`config.mk`:
```
export PLATFORM = sky130hd
export DESIGN_NAME = mdu_divider
export DESIGN_NICKNAME = d
export VERILOG_FILES = /design/src/rtl/mdu_divider.sv
export SDC_FILE = /design/constraint.sdc
export NUM_CORES = 1
export LEC_CHECK = 0
export CORE_MARGIN = 1.5
export CORE_UTILIZATION = 48
export CTS_CLUSTER_SIZE = 16
export DETAILED_ROUTE_END_ITERATION = 10
export PLACE_DENSITY = 0.7
export RECOVER_POWER = 100
export SLEW_MARGIN = 20
export SYNTH_ARGS = -nofsm -noshare
export SYNTH_HDL_FRONTEND = slang
export SYNTH_SLANG_ARGS = --single-unit
```
`constraint.sdc`:
```
create_clock -name clk -period 4.2 [get_ports clk]
set_input_delay 0.42 -clock clk [delete_from_list [all_inputs] [get_ports clk]]
set_output_delay 0.42 -clock clk [all_outputs]
set_load 0.005 [all_outputs]
```
`src/rtl/mdu_divider.sv`:
```
// ============================================================================
// Module      : mdu_divider
// Description : Iterative restoring integer divider for the DIV/DIVU path.
//               It produces the quotient (LO) and remainder (HI) through a
//               Start/Busy/Done handshake.
// Revision    : 1.0 - initial release
// ============================================================================
`default_nettype none

module mdu_divider #(
  parameter int WIDTH = 32,
  parameter int CNT_W = 5
) (
  input  logic             clk,
  input  logic             reset_n,
  input  logic             Start,
  input  logic             Signed,
  input  logic [WIDTH-1:0] Dividend,
  input  logic [WIDTH-1:0] Divisor,
  output logic             Busy,
  output logic             Done,
  output logic             DivZero,
  output logic [WIDTH-1:0] Quotient,
  output logic [WIDTH-1:0] Remainder
);

  typedef enum logic [1:0] {
    S_IDLE   = 2'd0,
    S_RUN    = 2'd1,
    S_FINISH = 2'd2
  } state_t;

  localparam logic [CNT_W-1:0] c_last_cnt = CNT_W'(WIDTH - 1);

  state_t           r_state;
  state_t           w_next;
  logic [CNT_W-1:0] r_cnt;
  logic [WIDTH-1:0] r_rem;
  logic [WIDTH-1:0] r_quo;
  logic [WIDTH-1:0] r_dvsr;
  logic             r_qneg;
  logic             r_rneg;
  logic             r_dz;

  logic             w_dvd_neg;
  logic             w_dvs_neg;
  logic [WIDTH-1:0] w_dvd_mag;
  logic [WIDTH-1:0] w_dvs_mag;
  logic             w_div_zero;
  logic [WIDTH:0]   w_shift;
  logic [WIDTH:0]   w_diff;

  // Magnitudes are plain unsigned values, so the most negative number maps onto itself.
  assign w_dvd_neg  = Signed & Dividend[WIDTH-1];
  assign w_dvs_neg  = Signed & Divisor[WIDTH-1];
  assign w_dvd_mag  = w_dvd_neg ? -Dividend : Dividend;
  assign w_dvs_mag  = w_dvs_neg ? -Divisor : Divisor;
  assign w_div_zero = (Divisor == '0);

  // The shifted remainder stays below twice the divisor, so the MSB of the difference is its sign.
  assign w_shift = {r_rem, r_quo[WIDTH-1]};
  assign w_diff  = w_shift - {1'b0, r_dvsr};

  assign Busy = (r_state != S_IDLE);

  always_ff @(posedge clk or negedge reset_n) begin
    if (!reset_n) begin
      r_state <= S_IDLE;
    end else begin
      r_state <= w_next;
    end
  end

  always_comb begin
    w_next = r_state;
    case (r_state)
      S_IDLE: begin
        if (Start) begin
          w_next = w_div_zero ? S_FINISH : S_RUN;
        end
      end
      S_RUN: begin
        if (r_cnt == c_last_cnt) begin
          w_next = S_FINISH;
        end
      end
      S_FINISH: w_next = S_IDLE;
      default:  w_next = S_IDLE;
    endcase
  end

  always_ff @(posedge clk or negedge reset_n) begin
    if (!reset_n) begin
      r_cnt     <= '0;
      r_rem     <= '0;
      r_quo     <= '0;
      r_dvsr    <= '0;
      r_qneg    <= 1'b0;
      r_rneg    <= 1'b0;
      r_dz      <= 1'b0;
      Done      <= 1'b0;
      DivZero   <= 1'b0;
      Quotient  <= '0;
      Remainder <= '0;
    end else begin
      Done <= 1'b0;
      case (r_state)
        S_IDLE: begin
          if (Start) begin
            r_qneg <= w_dvd_neg ^ w_dvs_neg;
            r_rneg <= w_dvd_neg;
            r_dz   <= w_div_zero;
            r_dvsr <= w_dvs_mag;
            r_rem  <= '0;
            // A zero divisor keeps the raw dividend so it can be returned untouched.
            r_quo  <= w_div_zero ? Dividend : w_dvd_mag;
            r_cnt  <= '0;
          end
        end
        S_RUN: begin
          r_rem <= w_diff[WIDTH] ? w_shift[WIDTH-1:0] : w_diff[WIDTH-1:0];
          r_quo <= {r_quo[WIDTH-2:0], ~w_diff[WIDTH]};
          r_cnt <= r_cnt + 1'b1;
        end
        S_FINISH: begin
          Done <= 1'b1;
          if (r_dz) begin
            Quotient  <= '1;
            Remainder <= r_quo;
            DivZero   <= 1'b1;
          end else begin
            Quotient  <= r_qneg ? -r_quo : r_quo;
            Remainder <= r_rneg ? -r_rem : r_rem;
            DivZero   <= 1'b0;
          end
        end
        default: ;
      endcase
    end
  end

endmodule

`default_nettype wire

```
== After elaboration in Yosys (flattened, before gate mapping) ==
Index checks and enable logic that the tools add are counted.

* $add $sub $neg: 6
* Equal/unequal tests: 5
* Mux-type cells: 20
* Bitwise logic cells: 4
* Reductions and logical operators: 7

{| class="wikitable"
|+ Operator list
! operator !! number
|-
| 32-bit 2-to-1 mux || 10
|-
| 32-bit negation || 4
|-
| 32-bit case mux with 2 select lines || 2
|-
| 33-bit by 32-bit subtractor with 33-bit output || 1
|-
| 32-bit zero test || 1
|-
| 5-bit case mux with 2 select lines || 1
|-
| 2-bit 2-to-1 mux || 3
|-
| 2-bit AND reduction || 3
|-
| 5-bit by 1-bit adder with 5-bit output, second input constant || 1
|-
| 5-bit == test, second input constant || 1
|-
| 5-bit 2-to-1 mux || 1
|-
| 2-bit inequality test, second input constant || 2
|-
| 2-bit case mux with 2 select lines || 1
|-
| 2-bit nonzero test || 2
|-
| 1-bit AND || 2
|-
| 2-bit by 1-bit == test with 1-bit output, second input constant || 1
|-
| 2-bit == test, second input constant || 1
|-
| 2-bit zero test || 1
|-
| 1-bit 2-to-1 mux || 2
|-
| 1-bit inverter || 1
|-
| 1-bit XOR || 1
|}

* Flip-flop bits (word level): 172
* Bits of input ports: 68
* Output and inout port bits: 67
* Logic and storage cells: 54

== Depth between registers and ports, before layout ==
Gate-level depths: netlist of run 1.

* Depth in word-level cells: 5
* Gate-level depth with buffers: 14
* Gate-level depth less buffers: 12

== Worst setup path before layout of run 1 ==
No wires, ideal clock.

* Kind: reg2reg
* Start: register r_quo[31]
* End: register r_rem[28]
* Setup time: 131 ps
* Arrival: 2937 ps
* Data required time: 4069 ps
* Setup slack: 1132 ps
* Cell stages (with the launch flop): 14
* Path buffers: 2
* Period minus slack after synthesis: 3068 ps
* Path through: dfrtp_1 -> inv_1 -> ha_1 -> fa_1 -> nand2b_1 -> a21oi_1 -> o21ai_0 -> a21bo_2 -> nor4b_1 -> nor4_1 -> buf_2 -> buf_2 -> mux2i_1 -> o21ai_1

* Word-level cells in the longest chain between the ends: 3

{| class="wikitable"
|+ RTL lines
! what !! line !! text
|-
| from (decl) || 39 || <nowiki>logic [WIDTH-1:0] r_quo;</nowiki>
|-
| from (signal assigned) || 116 || <nowiki>r_quo <= w_div_zero ? Dividend : w_dvd_mag;</nowiki>
|-
| from (signal assigned) || 122 || <nowiki>r_quo <= {r_quo[WIDTH-2:0], ~w_diff[WIDTH]};</nowiki>
|-
| 33-bit by 32-bit subtractor with 33-bit output || 62 || <nowiki>assign w_diff = w_shift - {1'b0, r_dvsr};</nowiki>
|-
| 32-bit 2-to-1 mux || 121 || <nowiki>r_rem <= w_diff[WIDTH] ? w_shift[WIDTH-1:0] : w_diff[WIDTH-1:0];</nowiki>
|-
| 32-bit case mux with 2 select lines || 107 || <nowiki>case (r_state)</nowiki>
|-
| to (signal assigned) || 121 ||
|-
| to (decl) || 38 || <nowiki>logic [WIDTH-1:0] r_rem;</nowiki>
|}

No other way between the ends.
A chain may end at the register's enable or synchronous reset.

== Worst setup path in the final report of run 1 ==
* Start: register r_dvsr[0]
* End: register r_rem[5]

* Word-level cells in the longest chain between the ends: 3

{| class="wikitable"
|+ RTL lines
! what !! line !! text
|-
| from (decl) || 40 || <nowiki>logic [WIDTH-1:0] r_dvsr;</nowiki>
|-
| from (signal assigned) || 113 || <nowiki>r_dvsr <= w_dvs_mag;</nowiki>
|-
| 33-bit by 32-bit subtractor with 33-bit output || 62 ||
|-
| 32-bit 2-to-1 mux || 121 ||
|-
| 32-bit case mux with 2 select lines || 107 ||
|}

No other way between the ends.

==> flow_summary.yaml, run 1 <==
synth:
  ys_ff_latch: 172
  syn-cell-area_sq_um: 11440
  synth_cells: 1355
  synth_edf_count: 0
  ys_types: 60
  synthFlopType: "dfrtp_1"
  avgSynthCellArea_sq_um: 8.440
  synth_nets: 1462
  ys_async_sr_fraction_pct: 100.0
  yosysWarnings: 0
  ys_seq_area_share_pct: 37.64
grt:
  grt_usage_pct: 24.15
  grt_start_max_net_pins: 96
  grt_first_pass_wirelength_mm: 47.80
  overflow: 0
  grt_pass1_vias: 9363
  antenna_found_initial: 0
worst_setup_path:
  path_buf_inv: 1
  cp.required_ns: 4.48
  path_delay_family: "simple AND/OR/NAND/NOR gates"
  crit_chain: "ha_1 -> fa_1 -> nand2b_1 -> a21oi_1 -> o21ai_0 -> a21bo_2 -> nor4b_1 -> nor4_1 -> buf_12 -> nor2_1 -> a21oi_1 -> o21ai_0"
  startpoint_type: "flip-flop"
  startpoint: "r_dvsr[0]"
  crit_arrival_ns: 3.77
  crit_type: "reg -> reg"
  crit_path_max_incr_delay_ns: 0.59
  crit_fanout: 42
  reg2reg_from: "r_dvsr[0]"
  rrSetupSlack_ns: 0.71
  cp_slowest_cell: "nor4_1"
  endpoint_kind: "flip-flop"
power:
  clkPwrFrac_pct: 15.3
  p_sw_uw: 4999
  leakagePower_uw: 0.005801
  combPwrFrac_pct: 56.4
  p_int_uw: 5784
  p_seq_share_pct: 28.3
  power_density_nw_per_um2: 797.1
  switching_share_pct: 46.36
  ir_drop_mv: 0.4744
routing:
  firstDrtPassIters: 5
  ant_nets: 0
  vias_per_cell: 5.649
  drcViolationCount: 0
  drt_iter0_markers: 663
  num_vias: 10020
  wl_mm: 29.12
  wl_per_cell_um: 16.41
timing:
  slew-limit-headroom_pct: -64.60
  worstMarginPinSlew_ns: 2.464
  period_minus_slack_ns: 3.489
  rsz0062_at_grt: "false"
  hold_viol_final: 0
  setup-tns-final_ns: 0
  slew_violations: 175
  final-setup-viol-count: 0
  min_period_over_period_pct: 83.08
  finalWorstSetupSlack_ns: 0.7108
  fmax_ghz: 0.2866
  fin_worst_skew_ns: 0.008096
clock_network:
  ctsHtreeMaxLevel: 4
  cts.path.max_buffers: 2
  postCtsResizedCells: 0
  clock_sinks: 172
  clock_latency_ns: 0.44
  postCtsSetupBuffers: 0
  hold_buffers: 0
  clk_pin_slew_ns: 0.07
  numCtsBuffers: 17
  cts_root_buf: "clkbuf_16"
  cts_tree: "yes"
layout:
  multi_input_area_sq_um: 6535
  most-common-layout-cells: "o21ai_0, dfrtp_1, nand2_1"
  fillers: 2219
  syn2layout_area_growth_pct: 18.28
  fin_area_sq_um: 13530
  register_area_sq_um: 4305
  final_common_cell: "o21ai_0"
  diodes: 0
  fin_nets: 1549
  drive_gt1_share_pct: 4.467
floorplanning:
  start_util_pct: 48.87
  top_level_ports: 135
  die_h_um: 157.4
  die_area_sq_um: 24760
  dieWidth_um: 157.4
  core_area_sq_um: 23400
  fp-row-count: 56
outcome:
  status: "finished with violations"
  violations: "max-capacitance violations, max-slew violations"
placement:
  pre_cts_ws_ns: 0.6066
  routabilityCongestion: 0.8693
  hpwl_mm: 21.65
  placement.io_buffers: 134
  placement.cell_area_sq_um: 13010
worst_hold_path:
  worstHoldStart: "Quotient[29]"
  hold_class: "reg -> reg"
flow_run:
  drv_cap: 3
-- worst register-to-register path: stages (launching register included) --
cell      delay [ns]
dfrtp_1         0.42
ha_1            0.23
fa_1            0.40
nand2b_1        0.18
a21oi_1         0.23
o21ai_0         0.24
a21bo_2         0.27
nor4b_1         0.14
nor4_1          0.59
buf_12          0.28
nor2_1          0.10
a21oi_1         0.15
o21ai_0         0.10
-- cell usage after synthesis (all sizes together), types with 24 or more instances --
library cell / instances / area, sq um
a21oi: 99 / 495.5
a22oi: 31 / 232.7
clkbuf: 64 / 240.2
dfrtp: 172 / 4304
ha: 38 / 475.5
inv: 52 / 195.2
nand2: 166 / 623.1
nor2: 82 / 307.8
o21ai: 196 / 988.4
o22a: 26 / 227.7
o31ai: 34 / 270.3
or3: 24 / 165.2
xnor2: 54 / 473.0
xor2: 91 / 797.0
-- cell families after synthesis --
family | count (synthesis) | share of synthesized area (%)
AO/OA/AOI/OAI | 457 | 24.60
XOR/XNOR | 145 | 11.10
adder cells (fa/ha/maj) | 39 | 4.333
buffers and inverters | 135 | 4.705
flip-flops | 172 | 37.64
multiplexers | 13 | 1.149
AND/OR/NAND/NOR | 394 | 16.48
-- layout make-up --
| class | instances | share of cell area, % |
|---|---|---|
| multi-input combinational | 1048 | 48.31 |
| sequential | 172 | 31.83 |
| timing repair buffer | 151 | 10.92 |
| clock buffer | 18 | 3.247 |
| tap | 319 | 2.951 |
| inverter | 52 | 1.443 |
| clock inverter | 14 | 1.295 |
-- flip-flops by register name, summed over array words and instances, names as in the netlist --
signal / cells
Quotient: 32
Remainder: 32
r_dvsr: 32
r_quo: 32
r_rem: 32
r_cnt: 5
r_state: 2
DivZero: 1
Done: 1
r_dz: 1
r_qneg: 1
r_rneg: 1
-- worst paths after layout --
| path | end | depth (start not counted) |
|---|---|---|
| worst max-delay path | r_rem[5] | 12 |
| worst min-delay path | Quotient[29] | 2 |
| worst max register to register | r_rem[5] | 12 |
| worst min register to register | Quotient[29] | 2 |
| max in group asynchronous | r_dz | 1 |
| min in group asynchronous | Quotient[5] | 1 |
-- stage by stage --
stage | std cells | power, uW | utilization [%] | hold slack [ns]
finish | 1774 | 10780 | 57.80 | 0.4716
global route | 1774 | 11800 | 57.80 | 0.4955
CTS | 1774 | 10820 | 58.23 | 0.09966
detailed placement | 1742 | 9118 | 55.61 | 0.4644
global placement | 1742 | 8998 | 55.61 | 0.4598
floorplan | 1355 | 7598 | - | 0.1244
-- per-layer routing --
| layer | vias up | share of wire [%] | GRT usage [%] |
|---|---|---|---|
| met2 | 283 | 46 | 39.42 |
| met5 | - | 0 | 0 |
| met3 | 35 | 5.1 | 2.891 |
| met1 | 4693 | 47 | 33.64 |
| met4 | 0 | 2.0 | 7.143 |
| li1 | 5011 | - | - |
-- power groups by stage --
| stage | combinational [uW] | clock (uW) | sequential, uW |
|---|---|---|---|
| after CTS | 6110 | 1670 | 3030 |
| final | 6080 | 1650 | 3050 |
| after global placement | 5960 | 0 | 3040 |
| after global routing | 6910 | 1740 | 3150 |
| after floorplan | 4890 | 0 | 2710 |
| after detailed placement | 6050 | 0 | 3060 |
Power figures use the tool's default switching activity.
==> run 2, diff against run 1 <==
- clock period: 4.2 -> 3.64 ns (I/O delays scaled with it)
==> flow_summary.yaml, run 2 (synthesis results as in run 1) <==
layout:
  diodes: 0
  syn2layout_area_growth_pct: 18.75
  fin_nets: 1562
  fillers: 2176
  final_common_cell: "o21ai_0"
  most-common-layout-cells: "o21ai_0, dfrtp_1, nand2_1"
  drive_gt1_share_pct: 5.041
power:
  power_density_nw_per_um2: 918.4
  switching_share_pct: 46.71
  p_seq_share_pct: 27.9
  leakagePower_uw: 0.005840
  combPwrFrac_pct: 57.2
  p_int_uw: 6647
  ir_drop_mv: 0.4567
  p_sw_uw: 5826
  clkPwrFrac_pct: 15.0
clock_network:
  cts.path.max_buffers: 2
  postCtsResizedCells: 0
  clk_pin_slew_ns: 0.08
  numCtsBuffers: 17
  cts_tree: "yes"
  clock_latency_ns: 0.44
  cts_root_buf: "clkbuf_16"
  ctsHtreeMaxLevel: 4
  clock_sinks: 172
worst_setup_path:
  cp.required_ns: 4.00
  crit_type: "in -> reg"
  crit_chain: "dlygate4sd3_1 -> or3_1 -> or3_1 -> or4_1 -> or3_1 -> nor2b_2 -> o21ai_0 -> xor2_1 -> and3_1 -> nor3_1"
  crit_fanout: 25
  crit_path_frequent_cell: "or3_1"
  startpoint_type: "input pin"
  endpoint_kind: "flip-flop"
  crit_arrival_ns: 3.70
  crit_path_max_incr_delay_ns: 0.59
  cp_slowest_cell: "dlygate4sd3_1"
floorplanning:
  die_area_sq_um: 24760
  fp-row-count: 56
  dieWidth_um: 157.4
  core_area_sq_um: 23400
  start_util_pct: 48.87
  top_level_ports: 135
  die_h_um: 157.4
placement:
  placement.io_buffers: 134
  pre_cts_ws_ns: 0.1875
  hpwl_mm: 21.87
  routabilityCongestion: 0.9090
routing:
  num_vias: 10150
  drt_iter0_markers: 547
  drcViolationCount: 0
  wl_mm: 29.07
  ant_nets: 0
  firstDrtPassIters: 5
  vias_per_cell: 5.678
  wl_per_cell_um: 16.27
timing:
  setup-tns-final_ns: 0
  final-setup-viol-count: 0
  timing.hold.ws_ns: 0.4707
  fin_worst_skew_ns: 0.01047
  finalWorstSetupSlack_ns: 0.2932
  period_minus_slack_ns: 3.347
  slew-limit-headroom_pct: -67.06
  hold_viol_final: 0
  fmax_ghz: 0.2988
  worstMarginPinSlew_ns: 2.506
  rsz0062_at_grt: "false"
  min_period_over_period_pct: 91.95
  slew_violations: 205
grt:
  grt_pass1_vias: 9444
  overflow: 0
  antenna_found_initial: 0
  grt_start_max_net_pins: 73
  grt_first_pass_wirelength_mm: 47.65
  grt_usage_pct: 24.24
flow_run:
  drv_cap: 4
outcome:
  status: "finished with violations"
  violations: "max-capacitance violations, max-slew violations"
worst_hold_path:
  hold_class: "reg -> reg"
-- run 2: cell count changes in the layout (fill, tap and decap cells not counted), sizes merged --
| cell | delta |
|---|---|
| clkbuf | +4 |
| bufinv | -1 |
| buf | +7 |
| clkdlybuf4s50 | +1 |
| clkinvlp | -1 |
| inv | +2 |
| clkinv | +1 |
-- run 2: worst paths after layout --
check	startpoint	cells past startpoint	slack [ns]	endpoint
max in group asynchronous	reset_n	3	1.15	Remainder[23]
setup / recovery	Divisor[19]	10	0.29	r_quo[25]
min in group asynchronous	reset_n	2	0.95	Quotient[4]
hold / removal	DivZero	2	0.47	DivZero
setup reg to reg	r_dvsr[0]	11	0.32	r_rem[23]
hold reg to reg	DivZero	2	0.47	DivZero
-- run 2: stage by stage --
stage | total power (uW) | std cells | cell area, sq um | util (%)
3_3_place_gp | 10410 | 1754 | 13120 | 56.05
4_1_cts | 12500 | 1787 | 13720 | 58.63
6_report | 12470 | 1787 | 13580 | 58.03
2_1_floorplan | 8767 | 1355 | 11440 | -
3_5_place_dp | 10600 | 1754 | 13120 | 56.05
5_1_grt | 13660 | 1787 | 13580 | 58.03
-- run 2: per-layer routing --
| metal | GRT usage (%) | part of all wire [%] | up-vias |
|---|---|---|---|
| met1 | 33.76 | 47 | 4801 |
| met5 | 0 | 0 | - |
| met2 | 38.87 | 45 | 266 |
| met3 | 3.552 | 5.2 | 41 |
| met4 | 7.592 | 2.1 | 0 |
| li1 | - | - | 5038 |
-- run 2: critical path, delay by kind of cell --
family | cells | cell delay, ns
XOR/XNOR | 1 | 0.09
buffers and inverters | 1 | 0.59
AO/OA/AOI/OAI | 1 | 0.16
AND/OR/NAND/NOR | 7 | 2.49
-- run 2: final cells by class --
class                           count  area [sq um]  area share (%)
Multi-Input combinational cell   1048          6523           48.03
Sequential cell                   172          4305           31.70
Timing Repair Buffer              164          1564           11.52
Clock buffer                       17         425.4           3.132
Tap cell                          319         399.1           2.939
Inverter                           52         195.2           1.437
Clock inverter                     15         168.9           1.244
-- run 2: repair_timing --
| action | CTS | global route |
|---|---|---|
| endpoints found under the hold margin | 68 | 0 |
| setup buffers | 0 | 0 |
| hold buffers | 1 | 0 |
-- run 2: power by group through the flow --
stage	combinational, uW	sequential, uW	clock [uW]
final	7130	3480	1870
after global routing	8110	3590	1960
after CTS	7160	3460	1890
after detailed placement	7100	3500	0
after global placement	6950	3460	0
after floorplan	5640	3120	0
==> run 3, diff against run 2 <==
- CORE_ASPECT_RATIO: default -> 0.6
==> flow_summary.yaml, run 3 (synthesis results as in run 1) <==
worst_setup_path:
  startpoint_type: "flip-flop"
  rrSetupSlack_ns: 0.27
  path_delay_family: "compound AO/OA/AOI/OAI gates"
  crit_arrival_ns: 3.72
  path_buf_inv: 1
  cp.required_ns: 3.99
  crit_fanout: 9
  crit_path_frequent_cell: "o21ai_0"
  worst_r2r_endpoint: "r_rem[26]"
  crit_type: "reg -> reg"
  crit_chain: "ha_1 -> a21oi_1 -> o21ai_0 -> a311oi_1 -> o21ai_0 -> nor4b_1 -> nor4_2 -> buf_4 -> or2_2 -> o21ai_0"
  cp_slowest_cell: "dfrtp_1"
  worstRegToRegCells: 10
  startpoint: "r_rem[20]"
  reg2reg_from: "r_rem[20]"
  crit_path_max_incr_delay_ns: 0.48
  endpoint_kind: "flip-flop"
layout:
  fin_cells: 1785
  drive_gt1_share_pct: 5.102
  fin_nets: 1564
  post-route-util_pct: 58.37
  diodes: 0
  most-common-layout-cells: "o21ai_0, dfrtp_1, nand2_1"
  fin_area_sq_um: 13570
  syn2layout_area_growth_pct: 18.62
  final_common_cell: "o21ai_0"
clock_network:
  ctsHtreeMaxLevel: 4
  clock_sinks: 172
  clk_pin_slew_ns: 0.07
  numCtsBuffers: 17
  cts.path.max_buffers: 2
  clock_latency_ns: 0.44
  cts_root_buf: "clkbuf_16"
  postCtsSetupBuffers: 0
  cts_tree: "yes"
floorplanning:
  start_util_pct: 49.20
  dieWidth_um: 202.3
  die_area_sq_um: 24790
  top_level_ports: 135
  die_h_um: 122.6
  fp-row-count: 43
  core_area_sq_um: 23240
routing:
  num_vias: 10460
  vias_per_cell: 5.860
  wl_per_cell_um: 17.83
  wl_mm: 31.82
  firstDrtPassIters: 5
  drcViolationCount: 0
  drt_iter0_markers: 798
  ant_nets: 0
outcome:
  status: "finished with violations"
  violations: "max-capacitance violations, max-slew violations"
power:
  ir_drop_mv: 0.6370
  power_uw: 12650
  clkPwrFrac_pct: 14.3
  combPwrFrac_pct: 57.9
  p_seq_share_pct: 27.8
  power_density_nw_per_um2: 932.3
  p_sw_uw: 5960
  leakagePower_uw: 0.005827
  p_int_uw: 6686
  switching_share_pct: 47.13
timing:
  period_minus_slack_ns: 3.370
  rsz0062_at_grt: "false"
  slew-limit-headroom_pct: -42.09
  worstMarginPinSlew_ns: 2.131
  hold_viol_final: 0
  setup-tns-final_ns: 0
  fin_worst_skew_ns: 0.01272
  fmax_ghz: 0.2967
  final-setup-viol-count: 0
  slew_violations: 139
  min_period_over_period_pct: 92.59
placement:
  hpwl_mm: 23.73
  routabilityCongestion: 0.9405
  placement.io_buffers: 134
  dp_cells: 1752
  placement.cell_area_sq_um: 13130
flow_run:
  drv_cap: 3
grt:
  overflow: 0
  grt_start_max_net_pins: 78
  grt_pass1_vias: 9470
  antenna_found_initial: 0
  grt_first_pass_wirelength_mm: 50.43
  grt_usage_pct: 25.76
worst_hold_path:
  worstHoldStart: "Quotient[0]"
  whs_endpoint: "Quotient[0]"
  hold_class: "reg -> reg"
  hold_depth: 2
==> run 3: repair_timing <==
action                                 CTS  global route
resized for setup                        0             0
endpoints found under the hold margin   70             0
hold buffers                             1             0
==> run 3: worst register-to-register path, stage by stage (launching register included) <==
cell and delay, ns:
dfrtp_1 0.48, ha_1 0.45, a21oi_1 0.21, o21ai_0 0.15
a311oi_1 0.37, o21ai_0 0.25, nor4b_1 0.48, nor4_2 0.11
buf_4 0.19, or2_2 0.38, o21ai_0 0.21
==> run 3: metal layers <==
| metal | part of all wire [%] | track usage [%] |
|---|---|---|
| met1 | 49 | 39.24 |
| met2 | 43 | 37.31 |
| met3 | 6.7 | 5.390 |
| met4 | 0.82 | 5.602 |
| met5 | 0 | 0 |
==> run 3: worst max path at each step <==
stage / cells past startpoint / endpoint
after floorplan: 13 / r_rem[28]
after global placement: 11 / r_quo[31]
after detailed placement: 10 / r_quo[25]
after CTS: 10 / r_rem[27]
after global routing: 10 / Remainder[31]
final: 10 / r_rem[26]
==> run 3: layout make-up <==
cell class	count	area, sq um
Tap cell	315	394.1
Sequential cell	172	4305
Clock inverter	12	115.1
Clock buffer	20	456.7
Fill cell	2110	9677
Multi-Input combinational cell	1048	6541
Inverter	52	195.2
Timing Repair Buffer	166	1558
==> run 3: power groups by stage <==
stage	combinational, uW	clock (uW)	sequential, uW
after floorplan	5640	0	3120
final	7320	1810	3520
after global routing	8230	1900	3610
after CTS	7380	1830	3490
after detailed placement	7310	0	3530
after global placement	7130	0	3490
==> run 3: metrics by stage <==
stage	hold slack, ns	setup slack (ns)
5_1_grt	0.4921	0.04763
4_1_cts	0.4750	0.3166
2_1_floorplan	0.06841	0.5724
3_5_place_dp	0.4315	0.1825
6_report	0.4610	0.2696
3_3_place_gp	0.4226	0.2219
